`src/rtl/mem_arbiter.sv`:
```
// Two-port arbiter in front of a single halfword-wide memory.
// Port 0 is the CPU path, port 1 the debug/loader path. Byte, halfword and
// word requests become one or two halfword beats; words are big-endian
// (upper halfword at the lower address). Round-robin on conflict.
//
// state | meaning
// ------+--------------------------------------------------------------
// IDLE  | waiting for a request, arbitrates and latches the winner
// BEAT0 | first (or only) memory beat on the bus
// BEAT1 | second beat of a word access, upper read halfword captured
// WAIT  | read data from the last beat is captured
// ACK   | one-cycle acknowledge to the owner, then back to IDLE
module mem_arbiter #(
  parameter int MEM_DEPTH = 4096,
  localparam int ADDR_WIDTH = $clog2(MEM_DEPTH * 2)
) (
  input  logic                  clk,
  input  logic                  rst,
  input  logic [1:0]            i_req,
  input  logic [1:0]            i_we,
  input  logic [1:0]            i_size0,
  input  logic [1:0]            i_size1,
  input  logic [ADDR_WIDTH-1:0] i_addr0,
  input  logic [ADDR_WIDTH-1:0] i_addr1,
  input  logic [31:0]           i_wdata0,
  input  logic [31:0]           i_wdata1,
  output logic [31:0]           o_rdata,
  output logic [1:0]            o_ack,
  output logic [1:0]            o_gnt,
  input  logic [0:1][7:0]       i_mem_do,
  output logic [0:1][7:0]       o_mem_di,
  output logic [ADDR_WIDTH-1:0] o_mem_addr,
  output logic                  o_mem_en,
  output logic                  o_mem_rd_en,
  output logic [0:1]            o_mem_wr_en
);

  localparam logic [2:0] IDLE  = 3'd0;
  localparam logic [2:0] BEAT0 = 3'd1;
  localparam logic [2:0] BEAT1 = 3'd2;
  localparam logic [2:0] WAIT  = 3'd3;
  localparam logic [2:0] ACK   = 3'd4;

  logic [2:0]  state;
  logic        owner;
  logic        last;
  logic        we_q;
  logic [1:0]  size_q;
  logic        addr_lsb;
  logic [15:0] wdata_lo;
  logic [15:0] rdata_hi;

  logic                  sel_port;
  logic                  sel_we;
  logic [1:0]            sel_size;
  logic [ADDR_WIDTH-1:0] sel_addr;
  logic [31:0]           sel_wdata;
  logic [15:0]           beat0_di;
  logic [0:1]            beat0_wr;

  // Arbitration: on conflict the port that did not win last time goes next.
  always_comb begin
    sel_port = 1'b0;
    if (i_req == 2'b11) sel_port = ~last;
    else                sel_port = i_req[1];
    sel_we    = sel_port ? i_we[1]  : i_we[0];
    sel_size  = sel_port ? i_size1  : i_size0;
    sel_addr  = sel_port ? i_addr1  : i_addr0;
    sel_wdata = sel_port ? i_wdata1 : i_wdata0;
  end

  // First-beat write lanes; bytes are replicated so either lane can take them.
  always_comb begin
    beat0_di = 16'h0000;
    beat0_wr = 2'b00;
    if (sel_we) begin
      case (sel_size)
        2'b00: begin
          beat0_di = {2{sel_wdata[7:0]}};
          beat0_wr = sel_addr[0] ? 2'b01 : 2'b10;
        end
        2'b01: begin
          beat0_di = sel_wdata[15:0];
          beat0_wr = 2'b11;
        end
        default: begin
          beat0_di = sel_wdata[31:16];
          beat0_wr = 2'b11;
        end
      endcase
    end
  end

  // Sequencer; every output is set one cycle ahead so all of them come from flops.
  always_ff @(posedge clk) begin
    if (rst) begin
      state       <= IDLE;
      owner       <= 1'b0;
      last        <= 1'b1;
      we_q        <= 1'b0;
      size_q      <= 2'b00;
      addr_lsb    <= 1'b0;
      wdata_lo    <= 16'h0000;
      rdata_hi    <= 16'h0000;
      o_rdata     <= 32'h0;
      o_ack       <= 2'b00;
      o_gnt       <= 2'b00;
      o_mem_di    <= 16'h0000;
      o_mem_addr  <= '0;
      o_mem_en    <= 1'b0;
      o_mem_rd_en <= 1'b0;
      o_mem_wr_en <= 2'b00;
    end else begin
      o_ack <= 2'b00;
      case (state)
        IDLE: begin
          if (|i_req) begin
            owner       <= sel_port;
            last        <= sel_port;
            we_q        <= sel_we;
            size_q      <= sel_size;
            addr_lsb    <= sel_addr[0];
            wdata_lo    <= sel_wdata[15:0];
            o_gnt       <= sel_port ? 2'b10 : 2'b01;
            o_rdata     <= 32'h0;
            o_mem_en    <= 1'b1;
            o_mem_rd_en <= ~sel_we;
            o_mem_wr_en <= beat0_wr;
            o_mem_di    <= beat0_di;
            o_mem_addr  <= {sel_addr[ADDR_WIDTH-1:1], 1'b0};
            state       <= BEAT0;
          end
        end
        BEAT0: begin
          if (size_q[1]) begin
            // Second beat of a word; the address wraps at the top of memory.
            o_mem_addr  <= o_mem_addr + ADDR_WIDTH'(2);
            o_mem_wr_en <= we_q ? 2'b11 : 2'b00;
            o_mem_di    <= we_q ? wdata_lo : 16'h0000;
            state       <= BEAT1;
          end else begin
            o_mem_en    <= 1'b0;
            o_mem_rd_en <= 1'b0;
            o_mem_wr_en <= 2'b00;
            o_mem_di    <= 16'h0000;
            if (we_q) begin
              o_ack <= owner ? 2'b10 : 2'b01;
              state <= ACK;
            end else begin
              state <= WAIT;
            end
          end
        end
        BEAT1: begin
          rdata_hi    <= i_mem_do;
          o_mem_en    <= 1'b0;
          o_mem_rd_en <= 1'b0;
          o_mem_wr_en <= 2'b00;
          o_mem_di    <= 16'h0000;
          if (we_q) begin
            o_ack <= owner ? 2'b10 : 2'b01;
            state <= ACK;
          end else begin
            state <= WAIT;
          end
        end
        WAIT: begin
          case (size_q)
            2'b00:   o_rdata <= {24'h0, addr_lsb ? i_mem_do[1] : i_mem_do[0]};
            2'b01:   o_rdata <= {16'h0, i_mem_do};
            default: o_rdata <= {rdata_hi, i_mem_do};
          endcase
          o_ack <= owner ? 2'b10 : 2'b01;
          state <= ACK;
        end
        ACK: begin
          o_gnt   <= 2'b00;
          o_rdata <= 32'h0;
          state   <= IDLE;
        end
        default: state <= IDLE;
      endcase
    end
  end

endmodule

```
`config.mk`:
```
export PLATFORM = sky130hd
export DESIGN_NAME = mem_arbiter
export DESIGN_NICKNAME = d
export VERILOG_FILES = /design/src/rtl/mem_arbiter.sv
export SDC_FILE = /design/constraint.sdc
export NUM_CORES = 1
export LEC_CHECK = 0
export ABC_AREA = 1
export BUFFER_PORTS_ARGS = -buffer_cell sky130_fd_sc_hd__buf_4
export CAP_MARGIN = 20
export CORE_UTILIZATION = 30
export CTS_CLUSTER_DIAMETER = 30
export CTS_CLUSTER_SIZE = 20
export DETAILED_ROUTE_END_ITERATION = 8
export PLACE_DENSITY = 0.55
export SETUP_SLACK_MARGIN = 0.02
export SLEW_MARGIN = 20
export SYNTH_ARGS = -nofsm -noshare
export SYNTH_HDL_FRONTEND = slang
export SYNTH_SLANG_ARGS = --single-unit
```
`constraint.sdc`:
```
create_clock -name clk -period 1.49 [get_ports clk]
set_input_delay 0.2235 -clock clk [delete_from_list [all_inputs] [get_ports clk]]
set_output_delay 0.2235 -clock clk [all_outputs]
set_load 0.03 [all_outputs]
```
==> results of run 1 <==
## state kept, by name, summed over array words and instances, names as in the netlist, 2 cells and up
name / cells
state: 3
o_rdata: 32
rdata_hi: 16
wdata_lo: 16
o_ack: 2
o_mem_di: 16
size_q: 2
o_mem_addr: 12
o_mem_wr_en: 2
o_gnt: 2
## through the flow
step           setup slack [ps]  util (%)  std cells
5_1_grt                   -50.4      45.9       1197
6_report                   22.9      45.9       1197
2_1_floorplan              51.0         -        755
3_5_place_dp              -87.7      41.2       1163
3_3_place_gp              -31.3      41.2       1163
4_1_cts                    28.7      43.4       1183
## critical path: cells and delay by family (launching register included)
family / cells / cell delay, ps
AO/OA/AOI/OAI: 1 / 140
buffers and inverters: 4 / 470
flip-flops: 1 / 380
AND/OR/NAND/NOR: 4 / 400
## cells in the final DEF (no fill, tap or decap), drive strengths merged, types with 6 or more instances in the layout
cell | Yosys | layout
nand3 | 71 | 71
dfxtp | 109 | 109
nand2 | 224 | 225
clkbuf | 14 | 15
nor3 | 6 | 6
o21ai | 78 | 78
buf | 32 | 243
a21oi | 103 | 103
inv | 37 | 36
o211ai | 11 | 11
nor2 | 28 | 28
o21a | 6 | 6
a31oi | 19 | 19
## worst max-delay path by stage
stage | startpoint | endpoint | slack, ps | cells after the start
2_1_floorplan | o_mem_addr[4] | o_mem_addr[10] | 50 | 7
3_3_place_gp | i_req[0] | o_mem_di[10] | -30 | 10
3_5_place_dp | i_req[0] | o_mem_di[10] | -90 | 10
4_1_cts | state[2] | o_rdata[23] | 30 | 8
5_1_grt | state[0] | o_rdata[4] | -50 | 9
6_report | state[0] | o_rdata[13] | 20 | 9
## kinds of logic (layout without fill, tap and decap cells)
| group | count (synthesis) | count (layout) | synth area share, % |
|---|---|---|---|
| AND/OR/NAND/NOR | 339 | 340 | 29.0 |
| AO/OA/AOI/OAI | 220 | 220 | 21.9 |
| other | 1 | 1 | 0.0695 |
| buffers and inverters | 84 | 300 | 8.19 |
| XOR/XNOR | 1 | 1 | 0.162 |
| flip-flops | 109 | 109 | 40.5 |
| adder cells (fa/ha/maj) | 1 | 1 | 0.232 |
## final cells by class
type,count,area (um^2),share of cell area (%)
multi-input combinational,563,2950,36.9
sequential,109,2190,27.4
timing repair buffer,246,2060,25.7
tap,225,282,3.52
clock buffer,12,256,3.21
inverter,38,179,2.24
clock inverter,4,77.6,0.970
## power groups by stage
stage | clock (mW) | combinational (mW) | sequential [mW]
floorplan | 0 | 3.76 | 4.94
global placement | 0 | 6.82 | 4.22
detailed placement | 0 | 6.83 | 4.22
CTS | 2.76 | 7.01 | 4.17
global route | 2.87 | 8.55 | 4.32
finish | 2.69 | 7.87 | 4.23
## metal layers
metal	up-vias	global-route usage (%)
met2	209	31.7
met5	-	0
met1	2731	26.2
met3	20	3.32
li1	2979	-
met4	0	5.86
## timing repair
item	4_1_cts	5_1_grt
setup endpoints to repair	17	77
resized for setup	4	74
cloned	0	5
buffers inserted	4	9
pin swaps	2	23
==> results.py, run 1 <==
metrics = {
    "min_path": {
        "whs_path_depth": 3,
        "hp-start": "i_mem_do[6]",
        "holdCritPathClass": "input port to register",
        "hold_path_end": "rdata_hi[6]",
    },
    "synthesis": {
        "ys_async_sr_fraction_pct": 0,
        "synth-edff-count": 0,
        "syn_inst": 755,
        "synth_top_area_cell": "dfxtp_1",
        "synth_most_common_cell": "nand2_1",
        "synth_top_cell_area_share_pct": 40.5,
        "synth_common_cells": "nand2_1, dfxtp_1, a21oi_1, nand3_1, o21ai_0",
        "syn_area_um2": 5390,
        "dominantRegCellSynth": "dfxtp_1",
        "synth.area.top_cells": "dfxtp_1, nand2_1, a21oi_1",
        "ys_ff_latch": 109,
        "avgSynthCellArea_um2": 7.14,
        "synth_fp_nets": 872,
        "ys_seq_area_share_pct": 40.5,
        "yosysWarningCount": 0,
        "yosysUniqueCellTypes": 40,
    },
    "sta": {
        "slew_viol_final": 0,
        "finalSetupViolations": 0,
        "tightest_slew_ps": 679,
        "setup-tns-final_ps": 0,
        "hold_violations": 0,
        "rsz0062_at_grt": "true",
        "fmax_mhz": 682,
        "period_needed_ps": 1470,
        "slew_headroom_pct": 54.8,
        "whs_ps": 149,
        "min_period_over_period_pct": 98.5,
        "final.setup_skew_ps": 7.19,
    },
    "drt": {
        "dr_wl_met3_mm": 1.30,
        "dr.pass1.iters": 5,
        "ant_nets": 0,
        "vias": 5939,
        "wl_met2_mm": 8.59,
        "met1_length_mm": 8.47,
        "top_layer_used": "met4",
        "route.detailed.drc": 0,
        "drtIter0Drc": 477,
        "wire_per_inst_um": 15.6,
        "routed_wirelength_mm": 18.6,
        "via_per_inst": 4.96,
    },
    "setup_path": {
        "worst_setup_path_end_kind": "register",
        "ff2ff_path_depth": 9,
        "timing.rr.start": "state[0]",
        "reg2reg_slack_ps": 20,
        "reg2reg_to": "o_rdata[13]",
        "worst-setup-path-type": "register to register",
        "crit_path_start_kind": "register",
        "max_stage_delay_ps": 380,
        "crit_arrival_ps": 1730,
        "crit_fanout": 8,
        "crit_required_ps": 1760,
        "critical_path.slowest_cell": "dfxtp_4",
        "crit_path_cell_trace": "inv_4, nand3_4, nor2_8, buf_6, nor3_4, buf_6, buf_6, nand2_1, a21oi_1",
        "crit_path_frequent_cell": "buf_6",
    },
    "floorplanning": {
        "start_util_pct": 31.0,
        "die_width_um": 136,
        "row_count": 48,
        "die_h_um": 136,
        "die_area_um2": 18500,
        "ioPinCount": 185,
        "core_region_area_um2": 17400,
    },
    "final_layout": {
        "synthToLayoutAreaGrowth_pct": 48.2,
        "drive_above_1_share_pct": 34.5,
        "final_area_um2": 8000,
        "fin_nets": 1084,
        "num_antenna_cells": 0,
        "num-fill-cells": 1853,
    },
    "job": {
        "drv_cap": 0,
    },
    "global_route": {
        "track_usage_pct": 19.5,
        "grt_overflow_total": 0,
        "grt_max_degree": 56,
        "antenna_found_initial": 0,
        "grt_pass1_vias": 5483,
        "grt_pass1_wl_mm": 28.3,
    },
    "power": {
        "combPwrFrac_pct": 53.3,
        "pwr-share-clk_pct": 18.2,
        "p_sw_mw": 6.30,
        "switching_share_pct": 42.6,
        "vdd_drop_max_mv": 0.844,
        "fin_total_pwr_mw": 14.8,
        "powerDensity_nw_per_um2": 1850,
        "p_leak_nw": 3.54,
        "p_seq_share_pct": 28.6,
        "p_int_mw": 8.48,
    },
    "run_status": {
        "outcome": "completed",
    },
    "place": {
        "hpwl_mm": 13.2,
        "post_dp_cell_area_um2": 7170,
        "port_buffers": 183,
        "gp_congestion": 0.829,
    },
    "cts": {
        "cts_tree": "done",
        "clk_latency_ps": 350,
        "cts_htree_levels": 3,
        "root_buffer": "clkbuf_16",
        "clk_pin_slew_ps": 70,
        "cts.sinks": 109,
        "cts_buffer_depth": 2,
        "postCtsHoldBufs": 0,
        "numCtsBuffers": 9,
    },
}
Power figures use the tool's default switching activity.
==> run 2: changes to the inputs <==
--- a/config.mk
+++ b/config.mk
@@ -8,6 +8,7 @@
 export ABC_AREA = 1
 export BUFFER_PORTS_ARGS = -buffer_cell sky130_fd_sc_hd__buf_4
 export CAP_MARGIN = 20
+export CORE_ASPECT_RATIO = 1.2
 export CORE_UTILIZATION = 30
 export CTS_CLUSTER_DIAMETER = 30
 export CTS_CLUSTER_SIZE = 20
==> results.py, run 2 (synthesis gave the netlist of run 1 again) <==
metrics = {
    "global_route": {
        "track_usage_pct": 19.9,
        "grt_max_degree": 56,
        "antenna_found_initial": 1,
        "grt_pass1_wl_mm": 29.2,
        "grt_overflow_total": 0,
        "grt_pass1_vias": 5540,
    },
    "drt": {
        "ant_nets": 0,
        "dr_wl_met3_mm": 1.18,
        "wire_per_inst_um": 15.8,
        "dr.pass1.iters": 5,
        "wl_met2_mm": 9.01,
        "drtIter0Drc": 404,
        "routed_wirelength_mm": 18.8,
        "top_layer_used": "met4",
        "via_per_inst": 4.97,
        "vias": 5930,
        "met1_length_mm": 8.09,
        "route.detailed.drc": 0,
    },
    "sta": {
        "tightest_slew_ps": 580,
        "hold_violations": 0,
        "rsz0062_at_grt": "true",
        "fmax_mhz": 710,
        "finalSetupViolations": 0,
        "period_needed_ps": 1410,
        "min_period_over_period_pct": 94.5,
        "slew_headroom_pct": 61.3,
        "setup-tns-final_ps": 0,
        "final.setup_skew_ps": 8.10,
        "slew_viol_final": 0,
    },
    "cts": {
        "cts_tree": "done",
        "root_buffer": "clkbuf_16",
        "clk_latency_ps": 360,
        "cts_htree_levels": 3,
        "clk_pin_slew_ps": 80,
        "cts.sinks": 109,
        "postCtsHoldBufs": 0,
        "numCtsBuffers": 9,
        "cts_buffer_depth": 2,
    },
    "power": {
        "powerDensity_nw_per_um2": 1840,
        "fin_total_pwr_mw": 14.6,
        "vdd_drop_max_mv": 0.986,
        "p_leak_nw": 3.53,
    },
    "setup_path": {
        "crit_required_ps": 1750,
        "crit_path_cell_trace": "nand2_4, nand2_4, buf_4, o21ai_2, nor2_8, buf_12, buf_4, nand2_1, a21oi_1",
        "crit_path_start_kind": "register",
        "worst_setup_path_end_kind": "register",
        "critical_path.slowest_cell": "dfxtp_2",
        "crit_fanout": 6,
        "crit_arrival_ps": 1660,
        "max_stage_delay_ps": 340,
        "worst-setup-path-type": "register to register",
    },
    "final_layout": {
        "fin_nets": 1084,
        "layout_commonest_cell": "buf_4",
        "largest_reg_flops": 32,
        "final_cell_mix": "buf_4, nand2_1, dfxtp_1",
        "top_register": "o_rdata",
        "synthToLayoutAreaGrowth_pct": 46.9,
        "drive_above_1_share_pct": 33.0,
    },
    "floorplanning": {
        "start_util_pct": 30.7,
        "row_count": 53,
        "die_width_um": 124,
        "die_h_um": 149,
        "die_area_um2": 18500,
        "core_region_area_um2": 17600,
        "ioPinCount": 185,
    },
    "place": {
        "gp_congestion": 0.853,
        "port_buffers": 183,
        "hpwl_mm": 13.6,
    },
    "min_path": {
        "holdCritPathClass": "input port to register",
    },
    "job": {
        "drv_cap": 0,
    },
    "run_status": {
        "outcome": "completed",
    },
}
run 2: changes by cell type in the layout (fill, tap and decap cells not counted), sizes merged:
| cell | before | now |
|---|---|---|
| diode | 0 | 1 |
| clkbuf | 15 | 13 |
| clkinv | 4 | 5 |
| bufinv | 2 | 1 |
| inv | 36 | 37 |
| buf | 243 | 244 |
run 2: worst max-delay path: cells and delay by family (launching register included):
family	cells	cell delay, ps
buf+inv	3	410
flops	1	340
compound gates	2	290
simple gates	4	260
run 2: what timing repair did:
action                                  CTS  global route
gates resized for setup                   5            52
endpoints found under the setup margin   14            67
pin swaps                                 0             6
setup buffers                             0             9
gates cloned                              0             3
run 2: worst paths after layout:
path / from / end / depth (start not counted) / slack (ps)
max: last / o_mem_di[14] / 9 / 80
min: i_mem_do[5] / rdata_hi[5] / 3 / 130
max reg2reg: last / o_mem_di[14] / 9 / 80
min reg2reg: o_rdata[8] / o_rdata[8] / 2 / 460
run 2: power breakdown:
group	switching [mW]	internal (mW)
Clock	1.18	1.42
Combinational	4.55	3.15
Sequential	0.532	3.71
Total	6.27	8.29
run 2: area by class of cell:
| cell class | instances | area [um^2] |
|---|---|---|
| fillers | 1834 | 9650 |
| multi-input cells | 563 | 2880 |
| flip-flops and latches | 109 | 2190 |
| repair buffers | 246 | 2080 |
| well taps | 220 | 275 |
| clock buffers | 11 | 253 |
| inverters | 38 | 171 |
| clock inverters | 5 | 68.8 |
| diodes | 1 | 2.50 |
run 2: metal layers:
| layer | global-route usage (%) | vias to the layer above |
|---|---|---|
| met5 | 0 | - |
| met4 | 8.19 | 0 |
| met3 | 3.62 | 30 |
| met2 | 33.6 | 229 |
| met1 | 24.8 | 2690 |
| li1 | - | 2981 |
run 2: through the flow:
| stage | utilization (%) | instance area (um^2) | hold slack, ps | cells | setup slack (ps) |
|---|---|---|---|---|---|
| floorplan | - | 5400 | 367 | 755 | 51.0 |
| global placement | 41.4 | 7270 | 437 | 1164 | -8.62 |
| detailed placement | 41.4 | 7270 | 450 | 1164 | -61.0 |
| CTS | 43.3 | 7610 | 120 | 1180 | 24.5 |
| global route | 45.1 | 7920 | 138 | 1193 | -9.16 |
| finish | 45.1 | 7920 | 135 | 1193 | 82.3 |
